--- src/rtl/onehot_pkg.sv ---
// Shared types for the one-hot decoder: code width, derived output width,
// the stored word format and the decode function.
package onehot_pkg;

  localparam int CODE_W = 3;
  localparam int OUT_W  = 2 ** CODE_W;

  typedef struct packed {
    logic              zero;
    logic [CODE_W-1:0] code;
  } dec_word_t;

  function automatic logic [OUT_W-1:0] onehot_of(input dec_word_t w);
    logic [OUT_W-1:0] r;
    r = '0;
    if (!w.zero) r[w.code] = 1'b1;
    return r;
  endfunction

endpackage

--- src/rtl/onehot_skid.sv ---
// Generic two-entry valid/ready skid register: a main (output) entry plus one
// skid entry. in_ready_o is registered and equals the inverse of skid_valid_q.
module onehot_skid
  import onehot_pkg::*;
#(
  parameter type word_t = dec_word_t
) (
  input  logic  clk,
  input  logic  rst_n,
  input  logic  in_valid_i,
  output logic  in_ready_o,
  input  word_t in_word_i,
  output logic  out_valid_o,
  input  logic  out_ready_i,
  output word_t out_word_o,
  output logic  deliver_o
);

  // Handshake: a transfer happens on a rising edge where valid && ready;
  // valid never waits for ready, and ready is a pure register here.
  logic  main_valid_q, main_valid_d;
  logic  skid_valid_q, skid_valid_d;
  logic  ready_q;
  word_t main_q, main_d;
  word_t skid_q, skid_d;
  logic  accept;
  logic  deliver;

  assign accept  = in_valid_i && ready_q;
  assign deliver = main_valid_q && out_ready_i;

  always_comb begin
    main_valid_d = main_valid_q;
    skid_valid_d = skid_valid_q;
    main_d       = main_q;
    skid_d       = skid_q;
    if (deliver) begin
      if (skid_valid_q) begin
        // ready_q is low while skid is full, so no accept can coincide here
        main_d       = skid_q;
        skid_valid_d = 1'b0;
      end else if (accept) begin
        main_d = in_word_i;
      end else begin
        main_valid_d = 1'b0;
      end
    end else if (accept) begin
      if (!main_valid_q) begin
        main_d       = in_word_i;
        main_valid_d = 1'b1;
      end else begin
        skid_d       = in_word_i;
        skid_valid_d = 1'b1;
      end
    end
  end

  always_ff @(posedge clk or negedge rst_n) begin
    if (!rst_n) begin
      main_valid_q <= 1'b0;
      skid_valid_q <= 1'b0;
      ready_q      <= 1'b1;
      main_q       <= '0;
      skid_q       <= '0;
    end else begin
      main_valid_q <= main_valid_d;
      skid_valid_q <= skid_valid_d;
      ready_q      <= !skid_valid_d;
      main_q       <= main_d;
      skid_q       <= skid_d;
    end
  end

  assign in_ready_o  = ready_q;
  assign out_valid_o = main_valid_q;
  assign out_word_o  = main_q;
  assign deliver_o   = deliver;

endmodule

--- src/rtl/onehot_decoder.sv ---
// Registered 3-to-8 one-hot decoder behind a two-entry skid buffer.
// Optional delivery counter enabled by ONEHOT_DEC_COUNT_EN.
module onehot_decoder
  import onehot_pkg::*;
#(
  parameter int CODE_W = onehot_pkg::CODE_W
) (
  input  logic                 clk,
  input  logic                 rst_n,
  input  logic                 in_valid,
  output logic                 in_ready,
  input  logic [CODE_W-1:0]    in_code,
  input  logic                 in_zero,
  output logic                 out_valid,
  input  logic                 out_ready,
`ifdef ONEHOT_DEC_COUNT_EN
  output logic [2**CODE_W-1:0] out,
  output logic [15:0]          dec_count
`else
  output logic [2**CODE_W-1:0] out
`endif
);

  localparam int OUT_W = 2 ** CODE_W;

  dec_word_t in_word;
  dec_word_t main_word;
  logic      deliver;

  assign in_word.zero = in_zero;
  assign in_word.code = in_code;

  onehot_skid #(.word_t(dec_word_t)) u_skid (
    .clk         (clk),
    .rst_n       (rst_n),
    .in_valid_i  (in_valid),
    .in_ready_o  (in_ready),
    .in_word_i   (in_word),
    .out_valid_o (out_valid),
    .out_ready_i (out_ready),
    .out_word_o  (main_word),
    .deliver_o   (deliver)
  );

  // Decoding at the storage output keeps entries narrow; gating on valid
  // keeps out at zero whenever main is empty.
  assign out = out_valid ? OUT_W'(onehot_of(main_word)) : '0;

`ifdef ONEHOT_DEC_COUNT_EN
  logic [15:0] count_q, count_d;

  always_comb begin
    count_d = count_q;
    if (deliver && (count_q != 16'hFFFF)) count_d = count_q + 16'd1;
  end

  always_ff @(posedge clk or negedge rst_n) begin
    if (!rst_n) count_q <= 16'd0;
    else        count_q <= count_d;
  end

  assign dec_count = count_q;
`else
  logic unused_deliver;
  assign unused_deliver = deliver;
`endif

endmodule

--- config.mk ---
export PLATFORM = sky130hd
export DESIGN_NAME = onehot_decoder
export DESIGN_NICKNAME = d
export VERILOG_FILES = /design/src/rtl/onehot_pkg.sv /design/src/rtl/onehot_skid.sv /design/src/rtl/onehot_decoder.sv
export SDC_FILE = /design/constraint.sdc
export NUM_CORES = 1
export LEC_CHECK = 0
export BUFFER_PORTS_ARGS = -buffer_cell sky130_fd_sc_hd__clkbuf_2
export CORE_AREA = 2 2 39 41
export DETAILED_ROUTE_END_ITERATION = 7
export DIE_AREA = 0 0 41 43
export PLACE_DENSITY = 0.69
export SETUP_SLACK_MARGIN = 0.5
export SYNTH_ARGS = -nofsm -noshare
export SYNTH_HDL_FRONTEND = slang
export SYNTH_SLANG_ARGS = --single-unit
--- constraint.sdc ---
create_clock -name clk -period 2.24 [get_ports clk]
set_input_delay 0.448 -clock clk [delete_from_list [all_inputs] [get_ports clk]]
set_output_delay 0.448 -clock clk [all_outputs]
set_load 0.02 [all_outputs]
======== After elaboration in Yosys (flattened, before gate mapping) ========
Cells that the tools add are included.
W data, S select, Z words.
word-level totals
  flip-flop bits (word level) ............. 11
  output and inout bits ................... 10
  logic and storage cells ................. 38
operators by class
  magnitude comparators ................... 2
  equal/unequal tests ..................... 3
  muxes and demuxes ....................... 16
  bitwise gates (word level) .............. 1
  reduce and logical (&&, ||, !) cells .... 9
operators by type and width
  kind                  count
  $mux W4               5
  $mux W8               2
  $reduce_and A3 Y1     3
  $mux W1               8
  $ne A2 B2 Y1 const B  3
  $lt A3 B4 Y1 const B  1
  $reduce_bool A2 Y1    2
  $demux W1 S3          1
  $ge A3 B1 Y1 const B  1
  $logic_and A1 B1 Y1   3
  $logic_not A1 Y1      1
  $not A1 Y1            1

======== Depth between registers and ports, before layout ========
Gate-level depths: netlist (run 1).
  depth in word-level cells ............... 6
  mapped depth ............................ 3

======== Hierarchy ========
Synthesis (run 1) repeated with hierarchy kept, for this count alone.
second synthesis, totals
  cell total of the unflattened synthesis .. 48
  area total of the unflattened synthesis .. 551.8 um^2
modules (own cells, without submodules)
  module          times used  cells each  area an instance (um^2)  sequential area each (um^2)
  onehot_skid     1           35          479.2                    276.5
  onehot_decoder  1           13          72.6                     0.0

======== Least setup slack after synthesis (run 1) ========
Ideal clock, no wire load.
  kind .................................... reg2out
  start point ............................. reg u_skid.main_valid_q (netlist: u_skid.out_valid_o)
  end point ............................... out out[0]
  arrival ................................. 1,503 ps
  data required time ...................... 1,792 ps
  setup slack ............................. 289 ps
  cell stages (with the launch flop) ...... 3
  cell sequence ........................... dfrtp_1 or3b_2 nor3_1
on the way
  cells in the longest elaborated chain, start to end .. 1
ends and longest elaborated chain
  item                      RTL line              text
  start: declaration        onehot_skid.sv:21     logic main_valid_q, main_valid_d;
  start signal: assignment  onehot_skid.sv:66     main_valid_q <= main_valid_d;
  $mux W8                   onehot_decoder.sv:47  assign out = out_valid ? OUT_W'(onehot_of(main_word)) : '0;
  end: declaration          onehot_decoder.sv:20  output logic [2**CODE_W-1:0] out
Every way passes these cells.

======== Worst setup path after layout (run 1) ========
  start point ............................. reg u_skid.main_q (netlist bit u_skid.out_word_o[3])
  end point ............................... out out[0]
on the way
  cells in the longest elaborated chain, start to end .. 2
ends and longest elaborated chain
  item                      RTL line              text
  start: declaration        onehot_skid.sv:24     word_t main_q, main_d;
  start signal: assignment  onehot_skid.sv:69     main_q <= main_d;
  $mux W8                   onehot_pkg.sv:16      if (!w.zero) r[w.code] = 1'b1;
  $mux W8                   onehot_decoder.sv:47
Every way passes these cells.

==> results by group, run 1 <==
Status
  – Status: finished, final reports clean

CTS
  – CTS clk-pin slew, worst paths: 0.07 ns
  – Sink Count: 11
  – CTS buffer count: 3
  – CTS tree: yes
  – CTS max path bufs: 2
  – H-tree depth: 1
  – Clock latency on the worst-skew pair: 0.26 ns
  – Root Buffer: clkbuf_4

Layout
  – FILL cells: 136
  – Final-stage net count: 82
  – Storage cell area: 278 um^2
  – Proportion of layout cells with a drive suffix above 1: 61.6%
  – N_diodes: 0
  – Area taken by multi-input logic gates: 309 um^2
  – Final instance area: 768 um^2
  – Synth-to-layout area growth: 33.8%

Power
  – Lkg Pwr: 0.365 nW
  – Pwr Total: 1.01 mW
  – Power Density: 1310 nW/um^2
  – VDD IR-drop max: 0.530 mV

Detailed routing
  – DR vias/cell: 4.92
  – TritonRoute pass-1 iters: 2
  – WL/cell: 11.6 um
  – DR iter-0 viols: 11
  – Vias: 438
  – # DRC: 0
  – ANT nets after route: 0
  – Total routed wirelength: 1040 um

Synthesis
  – Synthesized area per cell: 11.7 um^2
  – Synth warn: 0
  – Register area share after synthesis: 48.1%
  – Post-Syn Area: 574 um^2
  – Flop and latch count out of synthesis: 11
  – Yosys cell types: 16
  – Syn Inst Count: 49
  – Synth Net Count: 57

GRT
  – Total gr overflow: 0
  – Initial antenna violation count: 0
  – Vias in the first global route: 378
  – First-pass GRT wire length: 1610 um
  – Total GRT Usage: 13.8%
  – Pin count of the biggest net entering global routing: 12

Job
  – Max cap viols: 0

STA
  – Final Hold Vio Count: 0
  – Unrepaired setup endpoints after global routing: true
  – Period utilisation layout: 79.0%
  – Worst Skew: 0.00189 ns
  – Max Slew Vio Count: 0
  – F_max: 0.565 GHz
  – Fin crit period: 1.77 ns
  – TNS Setup: 0 ns
  – Final setup vio count: 0
  – Slew HR: 82.4%
  – Worst slew pin tran: 0.264 ns

Floorplanning
  – Initial Util: 41.5%
  – IO Pins: 18
  – Die height: 43 um
  – Row count: 14
  – Die area: 1760 um^2
  – Die width: 41 um
  – Core Region: 1380 um^2

Critical path
  – RR Startpoint: u_skid.out_valid_o
  – CP Launch Point: u_skid.out_word_o[3]
  – FF-to-FF setup slack: 0.81 ns
  – CP Class: reg -> out
  – Setup crit end kind: output pin
  – Critical Path AT: 1.32 ns
  – Max FO, Critical Path: 4
  – Worst setup SP type: flop
  – Crit path required time: 1.79 ns

Place
  – # port buffers: 17
  – Final HPWL DP: 712 um
  – Gpl congestion: 0.665
  – Post-DP Area: 684 um^2

Hold path
  – Min-Delay Path Class: in -> async
per-layer routing:
metal | GRT usage, % | part of all wire [%] | vias up
met5 | 0 | 0 | -
met3 | 1.57 | 5.6 | 2
met1 | 18.1 | 43 | 203
met4 | 8.00 | 0.77 | 0
met2 | 20.9 | 50 | 15
li1 | - | - | 218
logic make-up after synthesis:
family	share of synthesized area, %
and+or+nand+nor	21.4
muxes	26.1
AOI/OAI and AO/OA	3.70
buffers and inverters	0.653
DFF	48.1
final timing paths:
kind                                   endpoint  cells after the start
min in group clk               u_skid.skid_q[0]                      2
max                                      out[0]                      3
min reg2reg                    u_skid.skid_q[3]                      1
max reg2reg                u_skid.out_word_o[3]                      4
min                        u_skid.out_word_o[0]                      1
max in group asynchronous     u_skid.in_ready_o                      1
flip-flops by register name, summed over array words and instances (netlist names):
signal	cells
u_skid.in_ready_o	1
u_skid.out_word_o	4
u_skid.out_valid_o	1
u_skid.skid_q	4
u_skid.skid_valid_q	1
metrics by stage:
step	util [%]	setup slack [ns]	hold WS [ns]	std cells
floorplan	-	0.434	0.152	49
global placement	49.5	0.557	0.334	82
detailed placement	49.5	0.514	0.338	82
CTS	54.0	0.438	0.0515	89
global route	55.5	0.406	0.0574	89
finish	55.5	0.470	0.0401	89
cells in the final DEF (no fill, tap or decap):
| cell type | instances |
|---|---|
| a21oi_4 | 1 |
| dfrtp_1 | 9 |
| nand2_1 | 7 |
| clkbuf_2 | 9 |
| and2b_2 | 1 |
| nand3b_1 | 1 |
| clkbuf_1 | 1 |
| nor3_2 | 2 |
| mux2_2 | 8 |
| buf_4 | 10 |
| nand2b_1 | 2 |
| dfstp_2 | 1 |
| mux2_4 | 4 |
| o21ai_0 | 1 |
| buf_6 | 1 |
| clkbuf_4 | 3 |
| and2_1 | 1 |
| nor2_2 | 1 |
| inv_1 | 1 |
| nor2_1 | 5 |
| nand3_2 | 2 |
| or3b_4 | 1 |
| dfrtp_2 | 1 |
worst max-delay path: stages (launching register included):
cell and delay, ns:
dfrtp_1 0.37, or3b_4 0.42, nor3_2 0.11, buf_4 0.15
report_power, final:
| group | leakage, nW | internal, mW | switching [mW] |
|---|---|---|---|
| Combinational | 0.222 | 0.265 | 0.226 |
| Sequential | 0.128 | 0.304 | 0.0773 |
| Clock | 0.0150 | 0.0689 | 0.0642 |
| Total | 0.365 | 0.638 | 0.368 |
Yosys cell counts:
master / number / area share [%]
dfrtp_1: 10 / 44
mux2_2: 8 / 16
nand2_1: 7 / 4.6
nor2_1: 6 / 3.9
mux2_4: 4 / 10
nand2b_1: 2 / 2.2
nand3_2: 2 / 3.5
nor3_1: 2 / 1.7
a21oi_4: 1 / 2.8
and2_1: 1 / 1.1
and2b_2: 1 / 1.5
dfstp_2: 1 / 4.6
inv_1: 1 / 0.65
nand3b_1: 1 / 1.3
o21ai_0: 1 / 0.87
or3b_2: 1 / 1.5
final cells by class:
type | instances | share of cell area [%]
multi-input combinational | 37 | 40.2
timing repair buffer | 20 | 17.1
inverter | 1 | 0.489
sequential | 11 | 36.2
clock buffer | 4 | 3.42
tap | 16 | 2.61
timing repair:
action                     CTS  global route
buffers inserted             3             0
setup endpoints to repair    4             8
pin swaps                    3             2
gates resized for setup      6            15
hold buffers                 0             0
(Power assumes the default switching activity.)
==> run 2: changes to the inputs <==
- CORE_AREA: 2 2 39 41 -> default
- CORE_MARGIN: default -> 1
- CORE_UTILIZATION: default -> 42
- DIE_AREA: 0 0 41 43 -> default
- PLACE_DENSITY: 0.69 -> 0.7
- clock period: 2.24 -> 1.52 ns (I/O delays scaled with it)
==> run 2 against run 1 <==
  * The run now ends with setup timing left
  * Clock-buffer cell count fell by 1
  * Non-clock buffer count grew 6
  * Wire length is 31% higher
  * Sequential share of layout area is 8.7 points lower
  * Final cell count is 4.5% higher
  * Clock power rose by 44%
  * Register-to-register slack worse by 0.72 ns
==> results by group, run 2 (same netlist as run 1, synthesis figures left out) <==
Status
  – Status: finished, violations left
  – Failing checks: setup timing

STA
  – Max Slew Vio Count: 0 (unchanged)
  – F_max: 0.579 GHz
  – Slew HR: 81.4% (-0.98 points)
  – Fin crit period: 1.73 ns
  – Unrepaired setup endpoints after global routing: true
  – Final setup vio count: 8 (+8)
  – TNS Setup: -1.23 ns (-1.23 ns)
  – Worst slew pin tran: 0.278 ns (+0.0147 ns)
  – Period utilisation layout: 114%
  – Worst Skew: 0.00524 ns (+0.00335 ns)
  – Final Hold Vio Count: 0 (unchanged)
  – Final setup margin: -0.207 ns (-0.677 ns)
  – Fin Hold WS: 0.285 ns (+0.245 ns)

Floorplanning
  – Die width: 39.0 um (-4.9%)
  – Row count: 12 (-2)
  – Initial Util: 48.4% (+6.9 points)
  – Die height: 39.0 um (-9.3%)
  – Core Region: 1190 um^2 (-14%)
  – Die area: 1520 um^2 (-14%)
  – IO Pins: 18 (unchanged)

CTS
  – CTS max path bufs: 2 (unchanged)
  – Sink Count: 11 (unchanged)
  – Clock latency on the worst-skew pair: 0.26 ns (about the same)
  – H-tree depth: 1 (unchanged)
  – CTS tree: yes
  – Root Buffer: clkbuf_4
  – CTS buffer count: 3 (unchanged)
  – CTS clk-pin slew, worst paths: 0.07 ns (about the same)

Layout
  – Commonest non-fill, non-tap cell in the layout: mux2_4
  – Post-Route Utilization: 85.4% (+30 points)
  – Synth-to-layout area growth: 76.5%
  – Proportion of layout cells with a drive suffix above 1: 75.9% (+14 points)
  – N_diodes: 0 (unchanged)
  – Area taken by multi-input logic gates: 419 um^2 (+36%)
  – Storage cell area: 278 um^2 (unchanged)
  – Final instance area: 1010 um^2 (+32%)
  – Final-stage net count: 88 (+7.3%)
  – Non-filler cells in the finished layout: 93 (+4.5%)
  – FILL cells: 50 (-63%)
  – Most frequent cells in the layout: mux2_4 (12), dfrtp_1 (9), buf_8 (8)

Critical path
  – CP max stage delay: 0.47 ns (+0.05 ns)
  – RR Endpoint: u_skid.out_word_o[1]
  – Slowest CP cell: or3b_4
  – Crit-path cells: or3b_4 > nor3_4 > clkbuf_8
  – RR Startpoint: u_skid.out_valid_o
  – Crit path required time: 1.22 ns (-0.57 ns)
  – Worst setup SP type: flop
  – CP Class: reg -> out
  – Max FO, Critical Path: 4 (unchanged)
  – CP Launch Point: u_skid.out_word_o[3]
  – FF-to-FF setup slack: 0.09 ns (-0.72 ns)
  – Setup crit end kind: output pin
  – Critical Path AT: 1.42 ns (+0.10 ns)
  – Reg2reg path depth: 4 (unchanged)

GRT
  – Total GRT Usage: 23.3% (+9.6 points)
  – Vias in the first global route: 481 (+27%)
  – Pin count of the biggest net entering global routing: 12 (unchanged)
  – Initial antenna violation count: 0 (unchanged)
  – First-pass GRT wire length: 2240 um (+39%)
  – Total gr overflow: 0 (unchanged)

Place
  – Post-DP Area: 798 um^2 (+17%)
  – Gpl congestion: 0.711 (+6.9%)
  – Final HPWL DP: 784 um (+10%)
  – Dpl cells: 83 (+1.2%)
  – # port buffers: 17 (unchanged)
  – DP Worst Slack: 0.0639 ns (-0.450 ns)

Detailed routing
  – DR vias/cell: 5.04 (+2.5%)
  – Vias: 469 (+7.1%)
  – ANT nets after route: 0 (unchanged)
  – DR iter-0 viols: 3 (-8)
  – TritonRoute pass-1 iters: 4 (+2)
  – WL/cell: 14.6 um (+25%)
  – # DRC: 0 (unchanged)
  – Total routed wirelength: 1360 um (+31%)

Power
  – VDD IR-drop max: 1.05 mV (+98%)
  – Sw power: 765 uW (+110%)
  – Flop pwr share: 30.0% (-7.9 points)
  – Logic pwr share: 60.3% (+12 points)
  – Lkg Pwr: 0.471 nW (+29%)
  – Switch share: 38.4% (+1.8 points)
  – Internal power: 1.23 mW (+92%)
  – Pwr Total: 1.99 mW (+98%)
  – Clk pwr share: 9.7% (-3.5 points)
  – Power Density: 1970 nW/um^2 (+50%)

Hold path
  – Hold path depth: 2
  – Hold EP: u_skid.skid_q[0]
  – Hold Crit Start: in_code[0]
  – Min-Delay Path Class: in -> reg

Job
  – Max cap viols: 0 (unchanged)
## run 2: cell count changes in the layout (fill, tap and decap cells not counted), sizes merged
cell / previous run / this run
clkbuf: 13 / 12
buf: 11 / 16
dlygate4sd3: 0 / 1
clkinv: 0 / 1
## run 2: worst max path at each step
stage | to | slack, ns | cells after the start
after detailed placement | out[0] | 0.06 | 3
final | out[0] | -0.21 | 3
after floorplan | out[0] | 0.07 | 2
after global routing | out[0] | -0.27 | 3
after CTS | out[0] | -0.19 | 3
after global placement | out[0] | 0.09 | 3
## run 2: per-layer routing
metal  vias up  GRT usage [%]  wire [um]
met5         -              0          0
met4         0           10.3          0
met3         0           3.47         54
met2        15           40.0        710
met1       220           28.6        593
li1        234              -          -
## run 2: worst max-delay path: cells and delay by family (launching register included)
kind,cells,cell delay [ns]
flops,1,0.39
buf+inv,1,0.17
simple gates,2,0.61
## run 2: area by class of cell
type | count | area share, %
Inverter | 1 | 0.370
Clock inverter | 1 | 0.494
Clock buffer | 3 | 2.22
Multi-Input combinational cell | 37 | 41.4
Tap cell | 14 | 1.73
Sequential cell | 11 | 27.4
Timing Repair Buffer | 26 | 26.4
## run 2: repair_timing
item | 4_1_cts | 5_1_grt
endpoints found under the hold margin | 10 | 0
hold buffers | 1 | 0
setup endpoints to repair | 18 | 20
setup buffers | 4 | 1
resized for setup | 24 | 11
pin swaps | 6 | 3
cloned | 0 | 0
## run 2: power by group through the flow
| stage | sequential, mW | combinational (mW) | clock, mW |
|---|---|---|---|
| finish | 0.598 | 1.20 | 0.192 |
| global route | 0.614 | 1.26 | 0.222 |
| floorplan | 0.625 | 0.616 | 0 |
| CTS | 0.581 | 1.10 | 0.200 |
| detailed placement | 0.597 | 0.849 | 0 |
| global placement | 0.587 | 0.851 | 0 |
